<file path="src/rtl/cic_pkg.sv">
// Shared constants and helpers for the CIC interpolator.
// Holds the log2 helper, the accumulator width check and the output clamp.
package cic_pkg;

  function automatic int clog2(input int value);
    int result;
    int remaining;
    result    = 0;
    remaining = value - 1;
    while (remaining > 0) begin
      result++;
      remaining = remaining >>> 1;
    end
    return result;
  endfunction

  localparam int INTERPOLATION_DEF = 16;
  localparam int LOG2R             = clog2(INTERPOLATION_DEF);

  // Bit growth of an N-stage CIC with rate R is N*log2(R) above the input width.
  function automatic bit width_ok(input int acc_width, input int in_width,
                                  input int stages, input int log2r);
    return acc_width >= in_width + stages * log2r;
  endfunction

  function automatic logic signed [63:0] saturate(input logic signed [63:0] value,
                                                  input int out_width);
    logic signed [63:0] max_v;
    logic signed [63:0] min_v;
    max_v = (64'sd1 <<< (out_width - 1)) - 64'sd1;
    min_v = -max_v - 64'sd1;
    if (value > max_v) return max_v;
    if (value < min_v) return min_v;
    return value;
  endfunction

endpackage

</file>
<file path="src/rtl/cic_interp_comb.sv">
// One comb stage: out = in - in_delayed, delay advancing only when enabled.
module cic_interp_comb
  import cic_pkg::*;
#(
  parameter int WIDTH = 30
) (
  input  logic                    clock,
  input  logic                    reset,
  input  logic                    enable,
  input  logic signed [WIDTH-1:0] comb_in,
  output logic signed [WIDTH-1:0] comb_out
);

  logic signed [WIDTH-1:0] delay_q;
  logic signed [WIDTH-1:0] delay_d;

  // NOTE: default assignment first so every path drives delay_d and no latch is inferred.
  always_comb begin
    delay_d = delay_q;
    if (enable) delay_d = comb_in;
  end

  // NOTE: sequential state uses non-blocking assignments only, so all flops update together.
  always_ff @(posedge clock) begin
    if (reset) delay_q <= '0;
    else       delay_q <= delay_d;
  end

  assign comb_out = comb_in - delay_q;

endmodule

</file>
<file path="src/rtl/cic_interpolator.sv">
// CIC interpolator: low-rate comb chain, zero-stuffing, high-rate integrators.
// Define CIC_INTERP_SAT_EN to clamp the output instead of letting it wrap.
module cic_interpolator
  import cic_pkg::*;
#(
  parameter int STAGES        = 3,
  parameter int INTERPOLATION = 16,
  parameter int IN_WIDTH      = 18,
  parameter int ACC_WIDTH     = IN_WIDTH + 12,
  parameter int SHIFT         = 8,
  parameter int OUT_WIDTH     = IN_WIDTH
) (
  input  logic                        clock,
  input  logic                        reset,
  input  logic                        rate_strobe,
  output logic                        in_req,
  input  logic                        in_strobe,
  input  logic signed [IN_WIDTH-1:0]  in_data,
  output logic                        out_strobe,
  output logic signed [OUT_WIDTH-1:0] out_data,
  output logic                        underflow
);

  localparam int PHASE_W = clog2(INTERPOLATION);
  localparam logic [PHASE_W-1:0] PHASE_LAST  = PHASE_W'(INTERPOLATION - 1);
  localparam logic [PHASE_W-1:0] PHASE_STUFF = PHASE_W'(1);

  if (!width_ok(ACC_WIDTH, IN_WIDTH, STAGES, PHASE_W)) begin : g_width_check
    $error("cic_interpolator: ACC_WIDTH too narrow for the CIC bit growth");
  end

  typedef logic signed [ACC_WIDTH-1:0] acc_t;

  logic [PHASE_W-1:0]          phase_q, phase_d;
  logic signed [IN_WIDTH-1:0]  hold_q, hold_d;
  logic                        hold_valid_q, hold_valid_d;
  logic                        armed_q, armed_d;
  logic                        underflow_q, underflow_d;
  acc_t                        stuff_q, stuff_d;
  acc_t                        integ_q [STAGES];
  acc_t                        integ_d [STAGES];
  logic                        out_strobe_q, out_strobe_d;
  logic signed [OUT_WIDTH-1:0] out_data_q, out_data_d;
  acc_t                        comb_sig [STAGES+1];
  acc_t                        last_integ;
  acc_t                        rounded;
  logic                        consume;

  assign consume     = rate_strobe && (phase_q == '0);
  assign comb_sig[0] = hold_valid_q ? acc_t'(hold_q) : '0;

  for (genvar k = 0; k < STAGES; k++) begin : g_comb
    cic_interp_comb #(.WIDTH(ACC_WIDTH)) u_comb (
      .clock   (clock),
      .reset   (reset),
      .enable  (consume),
      .comb_in (comb_sig[k]),
      .comb_out(comb_sig[k+1])
    );
  end

  always_comb begin
    phase_d      = phase_q;
    hold_d       = hold_q;
    hold_valid_d = hold_valid_q;
    armed_d      = armed_q;
    underflow_d  = underflow_q;
    stuff_d      = stuff_q;
    integ_d      = integ_q;
    out_strobe_d = rate_strobe;
    out_data_d   = out_data_q;
    last_integ   = integ_q[STAGES-1];
    rounded      = (last_integ >>> SHIFT) + acc_t'(last_integ[SHIFT-1]);

    if (rate_strobe) begin
      phase_d = (phase_q == PHASE_LAST) ? '0 : phase_q + 1'b1;
      // The comb result registered at the consume tick enters on the following tick only.
      integ_d[0] = integ_q[0] + ((phase_q == PHASE_STUFF) ? stuff_q : '0);
      for (int k = 1; k < STAGES; k++) integ_d[k] = integ_q[k] + integ_q[k-1];
`ifdef CIC_INTERP_SAT_EN
      out_data_d = OUT_WIDTH'(saturate(64'(rounded), OUT_WIDTH));
`else
      out_data_d = OUT_WIDTH'(rounded);
`endif
    end

    if (consume) begin
      stuff_d      = comb_sig[STAGES];
      hold_valid_d = 1'b0;
      if (!hold_valid_q && armed_q) underflow_d = 1'b1;
    end

    // A coincident new sample lands after the consume has taken the old one.
    if (in_strobe) begin
      hold_d       = in_data;
      hold_valid_d = 1'b1;
      armed_d      = 1'b1;
    end
  end

  always_ff @(posedge clock) begin
    if (reset) begin
      phase_q      <= '0;
      hold_q       <= '0;
      hold_valid_q <= 1'b0;
      armed_q      <= 1'b0;
      underflow_q  <= 1'b0;
      stuff_q      <= '0;
      // NOTE: the integrator array is real state that must start at zero, so it is reset like any flop.
      integ_q      <= '{default: '0};
      out_strobe_q <= 1'b0;
      out_data_q   <= '0;
    end else begin
      phase_q      <= phase_d;
      hold_q       <= hold_d;
      hold_valid_q <= hold_valid_d;
      armed_q      <= armed_d;
      underflow_q  <= underflow_d;
      stuff_q      <= stuff_d;
      integ_q      <= integ_d;
      out_strobe_q <= out_strobe_d;
      out_data_q   <= out_data_d;
    end
  end

  assign in_req     = !reset && rate_strobe && (phase_q == PHASE_LAST);
  assign out_strobe = out_strobe_q;
  assign out_data   = out_data_q;
  assign underflow  = underflow_q;

endmodule

</file>
<file path="config.mk">
export PLATFORM = sky130hd
export DESIGN_NAME = cic_interpolator
export DESIGN_NICKNAME = d
export VERILOG_FILES = /design/src/rtl/cic_pkg.sv /design/src/rtl/cic_interp_comb.sv /design/src/rtl/cic_interpolator.sv
export SDC_FILE = /design/constraint.sdc
export NUM_CORES = 1
export LEC_CHECK = 0
export CAP_MARGIN = 5
export CORE_MARGIN = 1
export CORE_UTILIZATION = 47
export DETAILED_ROUTE_END_ITERATION = 12
export GPL_ROUTABILITY_DRIVEN = 0
export MAX_ROUTING_LAYER = met4
export PLACE_DENSITY_LB_ADDON = 0.12
export SETUP_SLACK_MARGIN = 0.2
export SYNTH_ARGS = -nofsm -noshare
export SYNTH_HDL_FRONTEND = slang
export SYNTH_SLANG_ARGS = --single-unit
</file>
<file path="constraint.sdc">
create_clock -name clock -period 18 [get_ports clock]
set_input_delay 3.6 -clock clock [delete_from_list [all_inputs] [get_ports clock]]
set_output_delay 3.6 -clock clock [all_outputs]
set_load 0.02 [all_outputs]
</file>
# == Yosys cells after proc, flatten, opt, wreduce, memory -nomap -nowiden ==
# Index checks and enable logic that the tools add are counted.
# Widths: inputs -> output; s select.
# classes
muxes,5
addsub,8
eq_ne,2
reduce_logical,9
# ops
op,count
$add 30x30->30,3
$sub 30x30->30,3
$mux 30,2
$add 18x1->18,1
$add 4x1->4 const B,1
$eq 4x1->1 const B,1
$eq 4x4->1 const B,1
$logic_and 1x1->1,4
$logic_not 4->1,1
$mux 4,1
$logic_not 1->1,2
$mux 1,2
$reduce_and 2->1,1
$reduce_bool 2->1,1
# word_totals
out_inout_bits,21
elab_cells,38
register_bits,254
in_bits,22

# == Longest topological paths before layout ==
# depth
word_depth,4
depth_mapped,32
mapped_depth_nobuf,31

# == By module ==
# Synthesis repeated with hierarchy kept, for this count alone.
# unflattened
cells_unflattened,2310
hier_area_um2,18556.5
# by_module_without_submodules
mod,area_per_inst_um2,n_inst,seq_area_each_um2,cells_per_inst
cic_interpolator,9893.2,1,2962.8,1195
cic_interp_comb at g_comb[1].u_comb ...,2902.8,2,600.6,372
cic_interp_comb at g_comb[0].u_comb,2857.7,1,600.6,371

# == Worst setup path before layout ==
# No wires, ideal clock.
# synth_timing
path_kind,input to output
startpoint,in rate_strobe
endpoint,out in_req
path_stages,5
n_path_buf,3
slack_ns,9.674
t_arrival_ns,4.726
path_cell_list,clkbuf_1 > clkbuf_1 > nand2_1 > clkbuf_1 > nor2_1
# synth_via
elab_chain_cells,2
# synth_rtl
item,line,text
from (decl),cic_interpolator.sv:15,"input logic rate_strobe,"
$logic_and 1x1->1 (2 in a row),cic_interpolator.sv:126,assign in_req = !reset && rate_strobe && (phase_q == PHASE_LAST);
to (decl),cic_interpolator.sv:16,"output logic in_req,"
# No other way between the ends.

# == Worst setup path after layout ==
# layout_timing
startpoint,in reset
endpoint,out in_req
# layout_via
elab_chain_cells,3
# layout_rtl
item,line,text
from (decl),cic_interpolator.sv:14,"input logic reset,"
$logic_not 1->1,cic_interpolator.sv:126,
$logic_and 1x1->1 (2 in a row),cic_interpolator.sv:126,
# No other way between the ends.

==> impl_metrics.csv <==
group,metric,value,unit
die,initial_core_util,47.7,%
routing,drc,0,
die,std_cell_rows,66,
die,die_h,183,um
synthesis,synth_edf_count,0,
synthesis,synth_area,0.0155,mm2
power_and_ir_drop,powerDensity,119,mW/mm2
synthesis,ys.flop_type,"dfxtp_1",
sta,fin_crit_sh,52.4,%
synthesis,avgSynthCellArea,7.84,um2
synthesis,ys_seq_elements,218,
cts,hold_buffers,0,
die,pin_count,43,
global_routing,grt_antenna_before_repair,0,
cts,postCtsSetupBuffers,0,
flow_run,maxCapViolCount,0,
sta,grt_setup_unrepaired,"no",
cts,path_clk_slew,0.05,ns
cts,htree_num_levels,1,
setup_path,arrival,5.83,ns
setup_path,critPathRequiredTime,14.40,ns
min_path,min_path_type,"reg -> reg",
routing,vias_per_cell,5.36,
synthesis,ys_warn_count,0,
final_layout,nNetsFinal,2165,
routing,wirelength,34800,um
cts,cts_sinks,218,
routing,antenna_left,0,
die,die_w,183,um
global_routing,grt_pass1_vias,12519,
power_and_ir_drop,peakVddDrop,0.0960,mV
cts,clockRootBuffer,"clkbuf_16",
setup_path,crit_fanout,64,
final_layout,diodes,0,
power_and_ir_drop,p_total,2030,uW
global_routing,grt_max_degree,102,
setup_path,crit_path_end_kind,"output port",
setup_path,crit_path_start_kind,"input port",
synthesis,synth-async-reset-ratio,0,%
sta,setup-tns-final,0,ns
synthesis,yosysSeqAreaShare,28.2,%
routing,wl_per_cell,14.3,um
sta,hold_viol,0,
sta,layout_min_cycle_time,9.43,ns
setup_path,startpoint,"reset",
global_routing,grt_util_all_layers,21.4,%
final_layout,syn2layout_area_growth,10.6,%
power_and_ir_drop,power_leakage,0.00746,uW
sta,max_freq,106,MHz
final_layout,utilization,52.7,%
global_routing,grt_first_pass_wirelength,59000,um
final_layout,fill_cells,3197,
cts,cts_tree,"done",
cts,cts-resized-gates,0,
placed_design,place_hpwl,25100,um
routing,drt_pre_antenna_iters,4,
die,fp.coreArea,0.0325,mm2
final_layout,drive_gt1_share,3.67,%
cts,clock_latency,0.54,ns
routing,vias,13043,
cts,clk_path_buf_depth,3,
sta,fin_skew,0.0107,ns
synthesis,syn_nets,2166,
min_path,hold_start,"stuff_q[22]",
die,die-area,0.0336,mm2
cts,cts_buffers,27,
synthesis,syn_inst,1973,
sta,slew_viol_final,0,
sta,tightest_slew,1.11,ns
setup_path,crit_type,"in -> out",
placed_design,post-place-ws,8.52,ns
routing,dr.first_iter.drc_count,446,
global_routing,grt_overflow,0,
sta,setup_viol,0,
synthesis,yosysUniqueCellTypes,72,
setup_path,rr_startpoint,"hold_valid_q",
outcome,status,"finished, final reports clean",
placed_design,portBuffers,42,
sta,fin_ws,8.57,ns
sta,maxSlewHeadroom,25.5,%
## power by group
group,internal (uW),switching (uW),total (uW)
Sequential,531,25.1,556
Combinational,414,520,935
Clock,328,212,540
Total,1270,757,2030
## flip-flops by register name, indices dropped and copies added, names as in the netlist
register,count
g_comb.u_comb.delay_q,70
integ_q,52
last_integ,26
stuff_q,26
hold_q,18
out_data,18
phase_q,4
armed_q,1
hold_valid_q,1
out_strobe,1
underflow,1
## worst paths after layout
path / end / slack (ns) / depth (start not counted)
max: in_req / 8.57 / 5
min: stuff_q[22] / 0.44 / 2
max reg2reg: stuff_q[25] / 10.82 / 28
min reg2reg: stuff_q[22] / 0.44 / 2
## Yosys cell counts, drive strengths merged (8+ instances only)
cell type | n | area share (%)
o22ai | 10 | 0.44
and3 | 37 | 1.5
nor2 | 201 | 4.9
a211oi | 38 | 1.8
o21ai | 81 | 2.6
nand2 | 215 | 5.2
xor2 | 38 | 2.2
nor3 | 29 | 0.94
nor2b | 26 | 1.1
and4 | 8 | 0.45
o21a | 26 | 1.3
xnor2 | 90 | 5.1
a31oi | 21 | 0.89
mux2i | 63 | 4.1
dfxtp | 218 | 28
a21o | 59 | 2.9
o21bai | 23 | 1.1
a21oi | 220 | 7.1
nand2b | 17 | 0.69
nand4 | 9 | 0.36
ha | 164 | 13
buf | 8 | 0.19
nand3 | 29 | 0.94
o31ai | 8 | 0.42
a21boi | 9 | 0.44
and2 | 21 | 0.85
clkbuf | 72 | 1.7
o311ai | 9 | 0.51
inv | 134 | 3.3
## cells by family after synthesis
| kind of cell | count (synthesis) | synth area share, % |
|---|---|---|
| simple gates | 625 | 18.4 |
| xor+xnor | 128 | 7.30 |
| mux | 65 | 4.22 |
| fa+ha+maj | 171 | 14.2 |
| compound gates | 551 | 22.5 |
| buf+inv | 215 | 5.22 |
| flops | 218 | 28.2 |
## routing by layer
| layer | up-vias | track usage, % | part of all wire, % |
|---|---|---|---|
| li1 | 6916 | - | - |
| met1 | 5947 | 24.9 | 46 |
| met2 | 119 | 38.5 | 49 |
| met3 | 61 | 2.00 | 2.1 |
| met4 | 0 | 6.63 | 2.9 |
| met5 | - | - | 0 |
## stage by stage
step | area (um2) | cells | hold slack (ns)
floorplan | 15500 | 1973 | 0.427
global placement | 16200 | 2385 | 0.434
detailed placement | 16200 | 2385 | 0.441
CTS | 17100 | 2433 | 0.448
global route | 17100 | 2433 | 0.464
finish | 17100 | 2433 | 0.444
## cells in the final DEF, fill, tap and decap left out, types with 23 or more instances in the layout
cell	synthesis	final
o21a_1	26	26
nand3_1	29	28
ha_1	164	164
xnor2_1	89	89
xor2_1	38	38
nor3_1	29	29
nor2_1	201	201
a21o_1	59	59
clkbuf_16	0	27
and3_1	37	36
mux2i_1	63	63
a211oi_1	38	38
nand2_1	215	215
clkdlybuf4s50_1	0	40
a21oi_1	220	220
o21bai_1	23	23
inv_1	134	134
o21ai_0	78	78
nor2b_1	26	26
dfxtp_1	218	218
## layout make-up
type                       instances  area [um2]  share of cell area (%)
sequential                       218        4360                    25.5
tap                              442         553                    3.23
multi-input combinational       1540       10300                    60.3
timing repair buffer              50         479                    2.80
clock buffer                      42         832                    4.87
inverter                         135         507                    2.96
clock inverter                     6        57.6                   0.337
## worst max-delay path, cell delays in order
cell and delay [ns]:
buf_6 0.20, inv_1 0.56, nand2_1 0.56, nor2_1 0.22, clkdlybuf4s50_1 0.62
Note: power is estimated with default switching activity, not from simulation.
